===== src/rtl/mem_arb_pkg.sv =====
// Shared types and constants for the unified IF/DM memory port arbiter.
package mem_arb_pkg;

  localparam int unsigned XLEN   = 64;
  localparam int unsigned ILEN   = 32;
  localparam int unsigned STRB_W = 8;

  typedef enum logic [1:0] {
    OWN_NONE = 2'd0,
    OWN_IF   = 2'd1,
    OWN_DM   = 2'd2
  } owner_e;

  // Write-side payload presented to the memory macro alongside the index.
  typedef struct packed {
    logic              we;
    logic [STRB_W-1:0] strb;
    logic [XLEN-1:0]   wdata;
  } mem_wr_t;

  // Select the 32-bit instruction word out of a fetched doubleword.
  function automatic logic [ILEN-1:0] pick_half(input logic [XLEN-1:0] dword,
                                                input logic            hi);
    return hi ? dword[XLEN-1:ILEN] : dword[ILEN-1:0];
  endfunction

endpackage


===== src/rtl/arb_starve_cnt.sv =====
// Saturating count of consecutive denied fetch cycles; at_max forces an IF win.
module arb_starve_cnt #(
  parameter int unsigned STARVE_MAX = 4
) (
  input  logic clk,
  input  logic rst,
  input  logic i_inc,
  input  logic i_clr,
  output logic o_at_max
);

  localparam int unsigned CNT_W = (STARVE_MAX < 1) ? 1 : $clog2(STARVE_MAX + 1);

  logic [CNT_W-1:0] r_cnt;
  logic [CNT_W-1:0] w_cnt_nxt;
  logic             w_at_max;

  assign w_at_max = (r_cnt == CNT_W'(STARVE_MAX));
  assign o_at_max = w_at_max;

  // Clear wins over increment; hold once saturated.
  always_comb begin
    w_cnt_nxt = r_cnt;
    if (i_clr) begin
      w_cnt_nxt = '0;
    end else if (i_inc && !w_at_max) begin
      w_cnt_nxt = r_cnt + CNT_W'(1);
    end
  end

  always_ff @(posedge clk or negedge rst) begin
    if (!rst) begin
      r_cnt <= '0;
    end else begin
      r_cnt <= w_cnt_nxt;
    end
  end

endmodule


===== src/rtl/mem_port_arbiter.sv =====
// Shares one single-port 64-bit synchronous memory between fetch (IF) and
// load/store (DM); DM has priority, a starvation guard bounds the IF wait.
module mem_port_arbiter
  import mem_arb_pkg::*;
#(
  parameter int unsigned MEM_AW     = 16,
  parameter int unsigned STARVE_MAX = 4
) (
  input  logic              clk,
  input  logic              rst,
  input  logic              if_req,
  input  logic [XLEN-1:0]   if_addr,
  output logic              if_gnt,
  output logic              if_rvalid,
  output logic [ILEN-1:0]   if_rdata,
  input  logic              dm_req,
  input  logic              dm_we,
  input  logic [STRB_W-1:0] dm_strb,
  input  logic [XLEN-1:0]   dm_addr,
  input  logic [XLEN-1:0]   dm_wdata,
  output logic              dm_gnt,
  output logic              dm_rvalid,
  output logic [XLEN-1:0]   dm_rdata,
  output logic              mem_en,
  output logic              mem_we,
  output logic [STRB_W-1:0] mem_strb,
  output logic [MEM_AW-1:0] mem_addr,
  output logic [XLEN-1:0]   mem_wdata,
  input  logic [XLEN-1:0]   mem_rdata
);

  logic        w_at_max;
  logic        w_force_if;
  logic        w_if_gnt;
  logic        w_dm_gnt;
  logic        w_cnt_inc;
  logic        w_cnt_clr;
  owner_e      r_owner;
  owner_e      w_owner_nxt;
  logic        r_if_hi;
  logic        w_if_hi_nxt;
  logic        r_dm_store;
  logic        w_dm_store_nxt;
  mem_wr_t     w_wr;
  logic [MEM_AW-1:0] w_mem_addr;
  logic        w_unused;

  // Byte-offset and above-memory address bits never reach the macro.
  assign w_unused = ^{if_addr[XLEN-1:MEM_AW+3], if_addr[1:0],
                      dm_addr[XLEN-1:MEM_AW+3], dm_addr[2:0]};

  assign w_force_if = if_req && w_at_max;

  // Fixed priority with starvation override; nothing granted in reset.
  always_comb begin
    w_if_gnt = 1'b0;
    w_dm_gnt = 1'b0;
    if (rst) begin
      if (w_force_if) begin
        w_if_gnt = 1'b1;
      end else if (dm_req) begin
        w_dm_gnt = 1'b1;
      end else if (if_req) begin
        w_if_gnt = 1'b1;
      end
    end
  end

  assign if_gnt = w_if_gnt;
  assign dm_gnt = w_dm_gnt;

  assign w_cnt_inc = if_req && !w_if_gnt;
  assign w_cnt_clr = !if_req || w_if_gnt;

  arb_starve_cnt #(
    .STARVE_MAX (STARVE_MAX)
  ) u_starve_cnt (
    .clk      (clk),
    .rst      (rst),
    .i_inc    (w_cnt_inc),
    .i_clr    (w_cnt_clr),
    .o_at_max (w_at_max)
  );

  // Memory command mux; the granted requester drives the macro this cycle.
  always_comb begin
    mem_en     = 1'b0;
    w_mem_addr = '0;
    w_wr       = '0;
    if (w_dm_gnt) begin
      mem_en     = 1'b1;
      w_mem_addr = dm_addr[MEM_AW+2:3];
      w_wr.we    = dm_we;
      w_wr.strb  = dm_we ? dm_strb : '0;
      w_wr.wdata = dm_wdata;
    end else if (w_if_gnt) begin
      mem_en     = 1'b1;
      w_mem_addr = if_addr[MEM_AW+2:3];
    end
  end

  assign mem_addr  = w_mem_addr;
  assign mem_we    = w_wr.we;
  assign mem_strb  = w_wr.strb;
  assign mem_wdata = w_wr.wdata;

  // Owner of the single outstanding response, plus the context it needs.
  always_ff @(posedge clk or negedge rst) begin
    if (!rst) begin
      r_owner    <= OWN_NONE;
      r_if_hi    <= 1'b0;
      r_dm_store <= 1'b0;
    end else begin
      r_owner    <= w_owner_nxt;
      r_if_hi    <= w_if_hi_nxt;
      r_dm_store <= w_dm_store_nxt;
    end
  end

  always_comb begin
    w_owner_nxt    = OWN_NONE;
    w_if_hi_nxt    = r_if_hi;
    w_dm_store_nxt = r_dm_store;
    if (w_dm_gnt) begin
      w_owner_nxt    = OWN_DM;
      w_dm_store_nxt = dm_we;
    end else if (w_if_gnt) begin
      w_owner_nxt = OWN_IF;
      w_if_hi_nxt = if_addr[2];
    end
  end

  // Response routing: memory data arrives one cycle after the grant.
  always_comb begin
    if_rvalid = 1'b0;
    if_rdata  = '0;
    dm_rvalid = 1'b0;
    dm_rdata  = '0;
    case (r_owner)
      OWN_IF: begin
        if_rvalid = 1'b1;
        if_rdata  = pick_half(mem_rdata, r_if_hi);
      end
      OWN_DM: begin
        dm_rvalid = 1'b1;
        dm_rdata  = r_dm_store ? '0 : mem_rdata;
      end
      default: begin
      end
    endcase
  end

endmodule


===== config.mk =====
export PLATFORM = sky130hd
export DESIGN_NAME = mem_port_arbiter
export DESIGN_NICKNAME = d
export VERILOG_FILES = /design/src/rtl/mem_arb_pkg.sv /design/src/rtl/arb_starve_cnt.sv /design/src/rtl/mem_port_arbiter.sv
export SDC_FILE = /design/constraint.sdc
export NUM_CORES = 1
export LEC_CHECK = 0
export CAP_MARGIN = 0
export CORE_AREA = 2 2 180 182
export CTS_BUF_LIST = sky130_fd_sc_hd__clkbuf_16
export DETAILED_ROUTE_END_ITERATION = 6
export DIE_AREA = 0 0 182 184
export PLACE_DENSITY = 0.44
export SYNTH_ARGS = -nofsm -noshare
export SYNTH_HDL_FRONTEND = slang
export SYNTH_SLANG_ARGS = --single-unit
export TNS_END_PERCENT = 20

===== constraint.sdc =====
create_clock -name clk -period 1.6 [get_ports clk]
set_input_delay 0.16 -clock clk [delete_from_list [all_inputs] [get_ports clk]]
set_output_delay 0.16 -clock clk [all_outputs]
set_load 0.1 [all_outputs]

==> flow_summary.toml <==
[global_route]
grt_start_max_net_pins = 51
antenna_found_initial = 1
grt_util_all_layers = 0.0880
grt-ovfl-total = 0
grt_pass1_wl_um = 22900
grt_pass1_vias = 3741

[yosys]
synth_area_leaders = "and2_1, mux2i_1, dfrtp_1"
synth_seq_area_share = 0.0905
synth_top_area_share = 0.417
synth_top_flop_cell = "dfrtp_1"
syn_area_um2 = 1940
avgSynthCellArea_um2 = 6.89
synth_area_leader_cell = "and2_1"
synth_edf_count = 0
synth.most_common_cell = "and2_1"
async_reset_ff_frac = 1.00
syn_inst = 281
yosys_warnings = 0
synth_common_cells = "and2_1, nor2_1, mux2i_1"
ys_types = 23
synth.ff_latch_count = 7
syn-num-nets = 552

[detailed_routing]
via_count = 3488
drc = 0
first_pass_iters = 4
wirelength_um = 16200
wl_per_cell_um = 15.2
ant_nets = 0
dr.first_iter.drc_count = 29
vias_per_cell = 3.28

[layout]
multi_input_area_um2 = 2120
stdcell_count = 1064
nFillCells = 3213
syn2layout_area_growth_pct = 360
regArea_um2 = 176
fin_nets = 933
drive_gt1_frac = 0.592
fin_util = 0.284

[cts]
cts_tree = "done"
htree_levels = 1
cts_sinks = 7
cts_root_buf = "clkbuf_16"
holdBufCountCts = 0
clk_pin_slew_ns = 0.04
clock_latency_ns = 0.23
clockBufferDepth = 2
cts_buffers = 3

[outcome]
status = "finished with violations"
violations = "setup timing"

[floorplanning]
dieArea_um2 = 33500
num_rows = 65
initial_utilization = 0.0617
pin_count = 459
coreArea_um2 = 31400
die_y_um = 184
die_w_um = 182

[power_and_ir_drop]
p_leak_nw = 3.62
power_frac_clock = 0.099
power_density_nw_per_um2 = 473
irDropWorstVdd_v = 0.000197
p_int_mw = 2.04
power_frac_comb = 0.851
p_sw_mw = 2.17
seq_power_share = 0.050
switching_share = 0.516

[critical_path]
crit_family = "buffers and inverters"
worst_setup_path_start_kind = "flop"
cp_cell_sequence = "inv_2 -> ha_4 -> nand2_1 -> a21oi_4 -> buf_12 -> buf_12 -> a22o_1 -> buf_12"
worst_path_max_delay_cell = "dfrtp_1"
startpoint = "u_starve_cnt.r_cnt[0]$_DFFE_PN0P_"
cp.buffers_inverters = 4
slowest_delay_ns = 0.38
critPathMostFrequentCell = "buf_12"
critPathMaxFanout = 5
crit_path_end_kind = "primary output"
reg2reg_depth = 8
worstPathArrival_ns = 1.74
r2r-start = "u_starve_cnt.r_cnt[0]$_DFFE_PN0P_"
path_class = "reg -> out"
cp.depth = 8
required_ns = 1.44

[sta]
rsz0062_at_grt = "true"
hold_ws_ns = 0.256
tightestPinTransition_ns = 0.298
tns_ns = -32.54
max_freq_mhz = 526
min_period_ns = 1.90
hold_viol_final = 0
fin_worst_skew_ns = 0.00149
layout_setup_ws_ns = -0.301
relSlewSlack = 0.796
setup_viol = 172
final.period_utilization = 1.19
slew_viol_final = 0

[place]
dp.cells = 1053
dp_slack_ns = -0.260
io_buffers = 363
detailed_place_hpwl_um = 14200
place.gp.congestion = 0.714

[run]
cap_viol_max_count = 0

[worst_hold_path]
hold_path.class = "in -> async"
-- metal layers --
layer | vias to the layer above | share of wire | GRT usage
met5 | - | 0 | 0
met4 | 0 | 0.0020 | 0.00871
met3 | 2 | 0.12 | 0.0327
met2 | 253 | 0.51 | 0.163
met1 | 1563 | 0.37 | 0.0989
li1 | 1670 | - | -
-- power groups by stage --
stage / logic, mW / registers, mW / clock network, mW
floorplan: 1.93 / 0.204 / 0
global placement: 3.49 / 0.213 / 0
detailed placement: 3.50 / 0.214 / 0
CTS: 3.57 / 0.212 / 0.425
global route: 3.71 / 0.214 / 0.434
finish: 3.58 / 0.212 / 0.415
-- placed cells by master, fill, tap and decap left out, types with 8 or more instances in the layout --
| master | n |
|---|---|
| a22o_4 | 13 |
| and2_1 | 27 |
| and2_2 | 62 |
| and2_4 | 40 |
| buf_12 | 200 |
| buf_4 | 25 |
| clkdlybuf4s50_1 | 173 |
| mux2i_1 | 31 |
| nand2_1 | 8 |
| nor2_2 | 13 |
| nor2_4 | 16 |
-- state kept, by name (all words and copies together) (netlist names) --
name                flops
r_owner                 2
r_dm_store              1
u_starve_cnt.r_cnt      3
r_if_hi                 1
-- final cells by class --
type / count / share of cell area
diodes: 1 / 0.000281
clock buffers: 3 / 0.00843
clock inverters: 1 / 0.000422
inverters: 4 / 0.00169
multi-input cells: 244 / 0.238
flip-flops and latches: 7 / 0.0198
well taps: 402 / 0.0565
repair buffers: 402 / 0.675
-- cell families (layout without fill, tap and decap cells) --
group,count (synthesis),count (layout),share of synthesized area
buffers and inverters,30,410,0.0724
muxes,34,34,0.177
adders and majority gates,2,2,0.0129
DFF,7,7,0.0905
other,0,1,0
AOI/OAI and AO/OA,23,23,0.106
and+or+nand+nor,185,185,0.541
-- through the flow --
step	power, mW	instance area [µm²]
after CTS	4.21	8730
after detailed placement	3.71	8470
after floorplan	2.13	2200
after global routing	4.36	8900
after global placement	3.70	8470
final	4.21	8900
-- worst paths after layout --
kind / to / slack, ns
max: mem_addr[15] / -0.30
min: u_starve_cnt.r_cnt[0]$_DFFE_PN0P_ / 0.26
max reg2reg: r_if_hi$_DFFE_PN0P_ / -0.19
min reg2reg: r_dm_store$_DFFE_PN0N_ / 0.59
max in group asynchronous: r_if_hi$_DFFE_PN0P_ / 1.20
min in group clk: r_dm_store$_DFFE_PN0N_ / 0.59
-- repair_timing --
action / in CTS / in global routing
endpoints found under the setup margin: 177 / 180
endpoints found under the hold margin: 0 / 0
pin swaps: 17 / 10
cloned: 0 / 3
buffers inserted: 1 / 2
gates resized for setup: 47 / 14
Power figures use the tool's default switching activity.
==> variant, RTL diff (config.mk and constraints unchanged) <==
Reset style: synchronous (`rst`), changed in 2 clocked blocks.
--- a/src/rtl/arb_starve_cnt.sv
+++ b/src/rtl/arb_starve_cnt.sv
@@ -28,7 +28,7 @@
     end
   end
 
-  always_ff @(posedge clk or negedge rst) begin
+  always_ff @(posedge clk) begin
     if (!rst) begin
       r_cnt <= '0;
     end else begin
--- a/src/rtl/mem_port_arbiter.sv
+++ b/src/rtl/mem_port_arbiter.sv
@@ -105,7 +105,7 @@
   assign mem_wdata = w_wr.wdata;
 
   // Owner of the single outstanding response, plus the context it needs.
-  always_ff @(posedge clk or negedge rst) begin
+  always_ff @(posedge clk) begin
     if (!rst) begin
       r_owner    <= OWN_NONE;
       r_if_hi    <= 1'b0;
Function: differs if rst is asserted again (counterexample within 4 cycles, from zero or initial values and one cycle with rst low); with rst held inactive, the same outputs for 10 cycles.
==> variant against the original RTL <==
  * The run still ends with negative setup slack left
  * Worst setup slack got worse by 2.3 ps
  * Largest power group unchanged
  * Count of clock-buffer cells in the layout stayed put
  * Power decreased by 5.9%
  * Via count shrank 2.2%
  * Critical path depth is the same
  * Sequential cell count did not move
  * Non-clock buffer count is 4 lower
  * Synthesized area shrank 1.8%
  * Hold slack improved by 230 ps
  * Design area grew 1.1%
  * Routed wire length grew 8.6%
  * Sequential share of layout area decreased by 0.35 points
==> variant: results (changes against the original RTL) <==
stage;metric;value;unit;change
logic_synthesis;Synth area leaders;and2_1 45%, mux2i_1 18%, a22o_1 7.4%, dfxtp_1 7.4%, nor2_1 6.7%;;
detailed_routing;initial DRC count;45;;+55%
outcome;failing checks;negative setup slack;;
detailed_routing;vias per inst;3.23;;-1.5%
timing;final worst slack;-303;ps;-2.30 ps
logic_synthesis;syn nets;549;;-0.54%
detailed_routing;DRT Wirelength;17600;microns;+8.6%
power_and_ir_drop;Pwr per Cell Area;440;nW/um^2;-6.9%
logic_synthesis;Synth async-reset ratio;0;%;-100 points
global_routing;initial antenna violation count;0;;-1
power_and_ir_drop;Max rail drop VDD;0.297;mV;+51%
logic_synthesis;Synth Flop Type;dfxtp_1;;
global_routing;met1 GRT Util;12.2;%;+2.3 points
power_and_ir_drop;register share of total power;4.8;%;-0.2 points
global_routing;vias in the first global route;3631;;-2.9%
place;dpl hpwl;14600;microns;+2.9%
timing;Worst-Margin Slew;311;ps;+13.7 ps
outcome;status;finished, violations left;;
logic_synthesis;post-synthesis mux area share;17.9;%;+0.19 points
timing;setup_tns;-25670;ps;+6870 ps
timing;setup violators final;156;;-9.3%
global_routing;GRT Total Usage;9.92;%;+1.1 points
min_path;Hold WC Path Type;input port to flop;;
place;post-place setup slack;-324;ps;-64.4 ps
place;routability congestion estimate;0.793;;+11%
logic_synthesis;Syn Inst Count;278;;-1.1%
global_routing;grt met2 use;16.8;%;+0.46 points
global_routing;first-pass GRT wire length;25200;microns;+10%
critical_path;CP peak stage delay;310;ps;-70 ps
detailed_routing;Metal-1 WL;7140;microns;+19%
detailed_routing;WL met2;8480;microns;+1.9%
logic_synthesis;Synth Area in Adders;1.32;%;+0.024 points
cells_and_area;# fillers;3234;;+0.65%
cells_and_area;nets@finish;926;;-0.75%
place;dpl cells;1037;;-1.5%
power_and_ir_drop;switching power;2.00;mW;-7.8%
==> variant: final cells by class <==
cell class	count	area [sq um]	share of cell area (%)
clock buffers	3	75.1	0.834
clock inverters	1	3.75	0.0417
flip-flops and latches	7	146	1.63
inverters	4	15.0	0.167
multi-input cells	241	2170	24.1
well taps	402	503	5.59
repair buffers	398	6080	67.6
==> variant: repair_timing <==
item / 4_1_cts / 5_1_grt
pin swaps: 59 / 21
buffers inserted: 5 / 2
gates cloned: 6 / 3
gates resized for setup: 96 / 7
setup endpoints to repair: 156 / 165
endpoints found under the hold margin: 0 / 0
==> variant: path summary, 6_finish.rpt <==
kind                    startpoint                     to  slack (ps)  cells past startpoint
max          u_starve_cnt.r_cnt[1]            mem_addr[3]        -300                      8
min                     if_addr[2]                r_if_hi         480                      3
max reg2reg  u_starve_cnt.r_cnt[1]                r_if_hi         260                      7
min reg2reg  u_starve_cnt.r_cnt[0]  u_starve_cnt.r_cnt[0]         510                      2
